==> src/rtl/dcache_pkg.sv <==
// Shared types and address-split constants for the direct-mapped data cache.
// The optional DCACHE_STATS_EN build adds hit/miss counters in dcache_ctrl.
package dcache_pkg;

    localparam int BYTE_OFF_BITS = 2;
    localparam int WORD_OFF_BITS = 2;
    localparam int LINE_WORDS    = 1 << WORD_OFF_BITS;
    localparam int INDEX_LSB     = BYTE_OFF_BITS + WORD_OFF_BITS;

    typedef enum logic [1:0] {
        IDLE   = 2'd0,
        REFILL = 2'd1,
        WRITE  = 2'd2
    } state_e;

    function automatic int tag_w(input int addr_w, input int index_bits);
        return addr_w - index_bits - INDEX_LSB;
    endfunction

    function automatic int num_lines(input int index_bits);
        return 1 << index_bits;
    endfunction

endpackage

==> src/rtl/dcache_line_store.sv <==
// Valid/tag/data arrays for the cache: one combinational lookup port, one word
// write port, and per-line invalidate / fill-complete controls.
module dcache_line_store
    import dcache_pkg::*;
#(
    parameter int INDEX_BITS = 4,
    parameter int TAG_W      = 8,
    parameter int DATA_W     = 32
) (
    input  logic                     clk,
    input  logic                     rst,
    input  logic [INDEX_BITS-1:0]    rd_index,
    input  logic [WORD_OFF_BITS-1:0] rd_word,
    output logic                     rd_valid,
    output logic [TAG_W-1:0]         rd_tag,
    output logic [DATA_W-1:0]        rd_data,
    input  logic                     wr_en,
    input  logic [INDEX_BITS-1:0]    wr_index,
    input  logic [WORD_OFF_BITS-1:0] wr_word,
    input  logic [DATA_W-1:0]        wr_data,
    input  logic                     line_inval,
    input  logic                     line_fill,
    input  logic [TAG_W-1:0]         fill_tag
);

    localparam int LINES = num_lines(INDEX_BITS);

    logic [DATA_W-1:0] data_mem [LINES*LINE_WORDS];
    logic [TAG_W-1:0]  tag_mem  [LINES];
    logic [LINES-1:0]  valid_vec;

    genvar gi;
    generate
        for (gi = 0; gi < LINES; gi++) begin : g_valid
            logic valid_d;
            logic valid_q;

            always_comb begin
                valid_d = valid_q;
                if (wr_index == INDEX_BITS'(gi)) begin
                    if (line_inval) valid_d = 1'b0;
                    if (line_fill)  valid_d = 1'b1;
                end
            end

            always_ff @(posedge clk) begin
                if (rst) valid_q <= 1'b0;
                else     valid_q <= valid_d;
            end

            assign valid_vec[gi] = valid_q;
        end
    endgenerate

    always_ff @(posedge clk) begin
        if (wr_en)     data_mem[{wr_index, wr_word}] <= wr_data;
        if (line_fill) tag_mem[wr_index]             <= fill_tag;
    end

    assign rd_valid = valid_vec[rd_index];
    assign rd_tag   = tag_mem[rd_index];
    assign rd_data  = data_mem[{rd_index, rd_word}];

endmodule

==> src/rtl/dcache_ctrl.sv <==
// Direct-mapped write-through, no-write-allocate data cache controller.
// Define DCACHE_STATS_EN to add saturating stat_hits / stat_misses outputs.
module dcache_ctrl
    import dcache_pkg::*;
#(
    parameter int ADDR_W     = 16,
    parameter int DATA_W     = 32,
    parameter int INDEX_BITS = 4
) (
    input  logic              clk,
    input  logic              rst,
    input  logic              cpu_req,
    input  logic              cpu_we,
    input  logic [ADDR_W-1:0] cpu_addr,
    input  logic [DATA_W-1:0] cpu_wdata,
    output logic [DATA_W-1:0] cpu_rdata,
    output logic              cpu_stall,
    output logic              mem_rden,
    output logic [ADDR_W-1:0] mem_rdaddress,
    input  logic [DATA_W-1:0] mem_read_data,
    output logic              mem_wren,
    output logic [ADDR_W-1:0] mem_wraddress,
    output logic [DATA_W-1:0] mem_write_data
`ifdef DCACHE_STATS_EN
    ,
    output logic [31:0]       stat_hits,
    output logic [31:0]       stat_misses
`endif
);

    localparam int TAG_W   = tag_w(ADDR_W, INDEX_BITS);
    localparam int WADDR_W = ADDR_W - BYTE_OFF_BITS;

    state_e                    state_q, state_d;
    logic [WORD_OFF_BITS-1:0]  cnt_q, cnt_d;
    logic [WADDR_W-1:0]        addr_q, addr_d;
    logic [DATA_W-1:0]         wdata_q, wdata_d;

    logic [WADDR_W-1:0]        look_waddr;
    logic [INDEX_BITS-1:0]     look_index;
    logic [WORD_OFF_BITS-1:0]  look_word;
    logic [TAG_W-1:0]          look_tag;
    logic                      rd_valid;
    logic [TAG_W-1:0]          rd_tag;
    logic [DATA_W-1:0]         rd_data;
    logic                      hit;

    logic                      ls_wr_en;
    logic [WORD_OFF_BITS-1:0]  ls_wr_word;
    logic [DATA_W-1:0]         ls_wr_data;
    logic                      ls_inval;
    logic                      ls_fill;
    logic                      hit_evt;
    logic                      miss_evt;

    logic                      unused_byte_bits;
    assign unused_byte_bits = ^cpu_addr[BYTE_OFF_BITS-1:0];

    // In IDLE the lookup follows the live request; elsewhere the latched one.
    assign look_waddr = (state_q == IDLE) ? cpu_addr[ADDR_W-1:BYTE_OFF_BITS] : addr_q;
    assign look_word  = look_waddr[WORD_OFF_BITS-1:0];
    assign look_index = look_waddr[WORD_OFF_BITS +: INDEX_BITS];
    assign look_tag   = look_waddr[WADDR_W-1 -: TAG_W];
    assign hit        = rd_valid && (rd_tag == look_tag);

    dcache_line_store #(
        .INDEX_BITS (INDEX_BITS),
        .TAG_W      (TAG_W),
        .DATA_W     (DATA_W)
    ) u_store (
        .clk        (clk),
        .rst        (rst),
        .rd_index   (look_index),
        .rd_word    (look_word),
        .rd_valid   (rd_valid),
        .rd_tag     (rd_tag),
        .rd_data    (rd_data),
        .wr_en      (ls_wr_en),
        .wr_index   (look_index),
        .wr_word    (ls_wr_word),
        .wr_data    (ls_wr_data),
        .line_inval (ls_inval),
        .line_fill  (ls_fill),
        .fill_tag   (look_tag)
    );

    always_comb begin
        state_d        = state_q;
        cnt_d          = cnt_q;
        addr_d         = addr_q;
        wdata_d        = wdata_q;
        cpu_stall      = 1'b0;
        cpu_rdata      = '0;
        mem_rden       = 1'b0;
        mem_rdaddress  = '0;
        mem_wren       = 1'b0;
        mem_wraddress  = '0;
        mem_write_data = '0;
        ls_wr_en       = 1'b0;
        ls_wr_word     = look_word;
        ls_wr_data     = '0;
        ls_inval       = 1'b0;
        ls_fill        = 1'b0;
        hit_evt        = 1'b0;
        miss_evt       = 1'b0;

        unique case (state_q)
            IDLE: begin
                if (cpu_req) begin
                    if (cpu_we) begin
                        cpu_stall = 1'b1;
                        addr_d    = cpu_addr[ADDR_W-1:BYTE_OFF_BITS];
                        wdata_d   = cpu_wdata;
                        state_d   = WRITE;
                    end else if (hit) begin
                        cpu_rdata = rd_data;
                        hit_evt   = 1'b1;
                    end else begin
                        cpu_stall = 1'b1;
                        addr_d    = cpu_addr[ADDR_W-1:BYTE_OFF_BITS];
                        cnt_d     = '0;
                        miss_evt  = 1'b1;
                        state_d   = REFILL;
                    end
                end
            end
            REFILL: begin
                cpu_stall     = 1'b1;
                mem_rden      = 1'b1;
                mem_rdaddress = {addr_q[WADDR_W-1:WORD_OFF_BITS], cnt_q, {BYTE_OFF_BITS{1'b0}}};
                ls_wr_en      = 1'b1;
                ls_wr_word    = cnt_q;
                ls_wr_data    = mem_read_data;
                // Line stays invalid until its last word lands.
                ls_inval      = (cnt_q != WORD_OFF_BITS'(LINE_WORDS - 1));
                ls_fill       = (cnt_q == WORD_OFF_BITS'(LINE_WORDS - 1));
                cnt_d         = cnt_q + 1'b1;
                if (ls_fill) state_d = IDLE;
            end
            WRITE: begin
                mem_wren       = 1'b1;
                mem_wraddress  = {addr_q, {BYTE_OFF_BITS{1'b0}}};
                mem_write_data = wdata_q;
                ls_wr_en       = hit;
                ls_wr_data     = wdata_q;
                state_d        = IDLE;
            end
            default: state_d = IDLE;
        endcase

        if (rst) begin
            cpu_stall      = 1'b0;
            cpu_rdata      = '0;
            mem_rden       = 1'b0;
            mem_rdaddress  = '0;
            mem_wren       = 1'b0;
            mem_wraddress  = '0;
            mem_write_data = '0;
            ls_wr_en       = 1'b0;
            ls_inval       = 1'b0;
            ls_fill        = 1'b0;
            hit_evt        = 1'b0;
            miss_evt       = 1'b0;
        end
    end

    always_ff @(posedge clk) begin
        if (rst) begin
            state_q <= IDLE;
            cnt_q   <= '0;
            addr_q  <= '0;
            wdata_q <= '0;
        end else begin
            state_q <= state_d;
            cnt_q   <= cnt_d;
            addr_q  <= addr_d;
            wdata_q <= wdata_d;
        end
    end

`ifdef DCACHE_STATS_EN
    logic [31:0] hits_q, hits_d;
    logic [31:0] misses_q, misses_d;

    always_comb begin
        hits_d   = (hit_evt  && hits_q   != 32'hFFFF_FFFF) ? hits_q   + 32'd1 : hits_q;
        misses_d = (miss_evt && misses_q != 32'hFFFF_FFFF) ? misses_q + 32'd1 : misses_q;
    end

    always_ff @(posedge clk) begin
        if (rst) begin
            hits_q   <= '0;
            misses_q <= '0;
        end else begin
            hits_q   <= hits_d;
            misses_q <= misses_d;
        end
    end

    assign stat_hits   = hits_q;
    assign stat_misses = misses_q;
`else
    logic unused_stat_evts;
    assign unused_stat_evts = hit_evt ^ miss_evt;
`endif

endmodule
==> config.mk <==
export PLATFORM = sky130hd
export DESIGN_NAME = dcache_ctrl
export DESIGN_NICKNAME = d
export VERILOG_FILES = /design/src/rtl/dcache_pkg.sv /design/src/rtl/dcache_line_store.sv /design/src/rtl/dcache_ctrl.sv
export SDC_FILE = /design/constraint.sdc
export NUM_CORES = 2
export LEC_CHECK = 0
export CORE_MARGIN = 8
export CORE_UTILIZATION = 55
export DETAILED_ROUTE_END_ITERATION = 16
export MAX_ROUTING_LAYER = met4
export PLACE_DENSITY_LB_ADDON = 0.1
export SLEW_MARGIN = 20
export SYNTH_ARGS = -nofsm -noshare
export SYNTH_HDL_FRONTEND = slang
export SYNTH_HIERARCHICAL = 1
export SYNTH_SLANG_ARGS = --single-unit
==> constraint.sdc <==
create_clock -name clk -period 8.5 [get_ports clk]
set_clock_uncertainty 0.05 [all_clocks]
set_input_delay 1.7 -clock clk [delete_from_list [all_inputs] [get_ports clk]]
set_output_delay 1.7 -clock clk [all_outputs]
set_load 0.005 [all_outputs]
==> results.yml <==
run_status:
  status: "completed"
routing:
  postRouteWirelength_mm: 219
  detail_route.first_pass.iterations: 5
  drt_iter0_markers: 5044
  viasPerCell: 6.42
  antenna_left: 0
  dr_vias: 42456
  detail_route.wl_per_cell_um: 33.1
  drt_drc_violations_left: 0
floorplan:
  die-area_sq_mm: 0.171
  fp.dieH_um: 414
  initial_utilization_pct: 55.2
  coreArea_sq_mm: 0.158
  core.rowCount: 146
  die-width_um: 414
  io-pin-count: 183
critical_path:
  critPathLaunch: "cpu_addr[4]"
  r2r.worst_path.cells: 16
  timing.critical_path.cells: "clkdlybuf4s50_1 -> mux2_8 -> mux4_2 -> mux4_2 -> nand2b_1 -> mux2_2 -> nor4_2 -> and2_4 -> nor4b_4 -> buf_4 -> buf_12 -> and2_1 -> clkdlybuf4s50_1"
  critical_path_s_largest_stage_delay_ns: 0.58
  startpoint_of_the_most_critical_register_to_register_path: "state_q[1]"
  cp_max_fo: 38
  crit_path_end_kind: "output port"
  endpoint_arrival_time_on_the_critical_path_ns: 6.30
  slowest_stage_cell_cp: "sky130_fd_sc_hd__mux4_2"
  critical_path_required_ns: 6.75
  rrSetupSlack_ns: 1.86
  critPathKind: "in -> out"
  setup.worst_path.start_class: "input port"
synthesis:
  yosysWarningCount: 6
  yosysTopAreaCellShare_pct: 75.0
  postSynthRegisterBits: 2242
  cell_taking_the_most_area_after_synthesis: "sky130_fd_sc_hd__edfxtp_1"
  netlist_area_sq_mm: 0.0872
  edff_count_synth: 2176
  synthesis.area_per_instance_sq_um: 21.8
  synth.lib_cells_used.distinct: 53
  yosys_most_used_dff: "sky130_fd_sc_hd__edfxtp_1"
  synthCells: 3999
  dominant_cells_by_area_after_synthesis: "sky130_fd_sc_hd__edfxtp_1, sky130_fd_sc_hd__mux4_2, sky130_fd_sc_hd__dfxtp_1, sky130_fd_sc_hd__mux2i_1, sky130_fd_sc_hd__a22oi_1"
  synth.most_common_cell: "sky130_fd_sc_hd__edfxtp_1"
  seq_area_frac_synth_pct: 76.5
  postSynth.asyncResetShare_pct: 0
  ys_top_cells_by_count: "sky130_fd_sc_hd__edfxtp_1, sky130_fd_sc_hd__mux4_2, sky130_fd_sc_hd__nor2_1"
clock_network:
  cts.root.buffer_cell: "sky130_fd_sc_hd__clkbuf_16"
  numCtsBuffers: 219
  htreeDepth: 4
  cts.clk_slew.worst_paths_ns: 0.06
  cts_hold_buffers: 0
  cts_tree: "done"
  cts.sinks: 2242
  ctsResizeCount: 0
  cts_max_path_bufs: 3
  post_cts_buffers: 0
  clk_latency_ns: 0.83
sta:
  finalSetupViolCount: 0
  worst_slew_pin_slew_ns: 1.15
  final_hold_viol_count: 0
  grt_setup_unrepaired: "no"
  final.period_utilization_pct: 94.7
  final_critical_delay_including_setup_and_external_delays_ns: 8.05
  clock.fmax_mhz: 124
  post-route-worst-setup-slack_ns: 0.454
  timing.final.max_slew_violations: 0
  max-slew-margin-rel_pct: 23.3
  setup_total_negative_slack_ns: 0
hold_path:
  hold_depth: 2
  min-delay-start: "wdata_q[31]"
  hold_path_class: "reg -> reg"
grt:
  grt_start_max_net_pins: 65
  first_global_vias: 43039
  grt-ovfl-total: 0
  antenna_found_initial: 12
  grt_first_pass_wirelength_mm: 312
  gr-usage-all-layers_pct: 26.0
finish:
  num-nets-final: 4448
  post_route_cells_drive_above_1_share_pct: 27.0
  area_growth_syn_to_layout_pct: 14.5
placed_design:
  place.gp.congestion: 0.814
  place_ws_ns: 0.390
  hpwlAfterDp_mm: 122
  port_buffers: 176
job:
  maxcap_viol_count: 0
pwr:
  vdd_ir_drop_max_uv: 224
  power_density_mw_per_mm2: 264
  power.static_leakage_nw: 33.6
-- state kept, by name, summed over array words and instances (netlist names) --
signal,flops
addr_q,14
cnt_q,2
state_q,2
u_store/data_mem,2048
u_store/g_valid.valid_q,16
u_store/tag_mem,128
wdata_q,32
-- worst max-delay path: cells and delay by family --
family / cells / cell delay, ns
buf+inv: 4 / 1.50
mux: 4 / 1.83
simple gates: 5 / 1.22
-- cells by family after synthesis --
family | count (synthesis) | share of synthesized area, %
adders and majority gates | 4 | 0.0574
and+or+nand+nor | 463 | 2.72
xor gates and xnor gates | 7 | 0.0703
buffers and inverters | 251 | 1.42
AOI/OAI and AO/OA | 321 | 2.67
muxes | 710 | 16.6
DFF | 2242 | 76.5
other | 1 | 0.00430
-- layout make-up --
cell class              instances  area [sq um]
multi-input cells            1509         20100
flip-flops and latches       2242         66700
repair buffers                378          3610
well taps                    2072          2590
fillers                     10791         58100
clock buffers                 284          5880
diodes                          9          22.5
clock inverters               113           872
inverters                      10          37.5
-- per-layer routing --
layer | track usage [%] | vias up | wire length (um)
met3 | 6.12 | 349 | 19300
li1 | - | 17499 | -
met5 | - | - | 0
met1 | 35.2 | 22877 | 88300
met2 | 40.6 | 1731 | 106000
met4 | 6.49 | 0 | 5060
-- worst paths after layout --
| check | endpoint |
|---|---|
| min | wdata_q[31] |
| max | cpu_rdata[26] |
| max reg2reg | u_store/data_mem[54][30] |
| min reg2reg | wdata_q[31] |
-- layout by cell type, fill, tap and decap left out, types with 19 or more instances in the layout --
cell | synthesis | layout
sky130_fd_sc_hd__edfxtp_1 | 2176 | 2176
sky130_fd_sc_hd__nor2b_1 | 68 | 32
sky130_fd_sc_hd__mux2i_1 | 87 | 87
sky130_fd_sc_hd__buf_4 | 25 | 175
sky130_fd_sc_hd__clkinv_2 | 0 | 38
sky130_fd_sc_hd__clkinv_1 | 1 | 48
sky130_fd_sc_hd__nor2_1 | 118 | 49
sky130_fd_sc_hd__nor2b_4 | 0 | 33
sky130_fd_sc_hd__o22ai_1 | 28 | 28
sky130_fd_sc_hd__buf_12 | 0 | 27
sky130_fd_sc_hd__nor2_4 | 0 | 64
sky130_fd_sc_hd__a21oi_1 | 63 | 63
sky130_fd_sc_hd__nand3_1 | 25 | 25
sky130_fd_sc_hd__nand2_1 | 94 | 94
sky130_fd_sc_hd__mux4_2 | 582 | 582
sky130_fd_sc_hd__dfxtp_1 | 66 | 66
sky130_fd_sc_hd__and2_1 | 96 | 96
sky130_fd_sc_hd__clkbuf_1 | 110 | 57
sky130_fd_sc_hd__nand2b_1 | 19 | 19
sky130_fd_sc_hd__a22oi_1 | 102 | 102
sky130_fd_sc_hd__o221ai_1 | 21 | 21
sky130_fd_sc_hd__clkbuf_16 | 0 | 226
sky130_fd_sc_hd__o21a_1 | 25 | 25
sky130_fd_sc_hd__mux2_2 | 28 | 23
sky130_fd_sc_hd__clkdlybuf4s50_1 | 0 | 175
-- power by group --
group	internal [mW]	switching, mW
combinational	1.99	2.82
clock	5.21	3.99
sequential	12.3	0.0227
total	19.5	6.83
-- through the flow --
stage	power [mW]	hold WS (ns)	std cells	util (%)	instance area (sq um)
6_report	26.4	0.416	6617	63.2	99800
5_1_grt	27.2	0.434	6612	63.2	99800
4_1_cts	26.5	0.416	6608	63.2	99700
3_5_place_dp	17.4	0.408	6211	58.9	93000
3_3_place_gp	17.4	0.402	6211	58.9	93000
2_1_floorplan	15.7	0.394	4002	-	87200
Power figures use the tool's default switching activity.
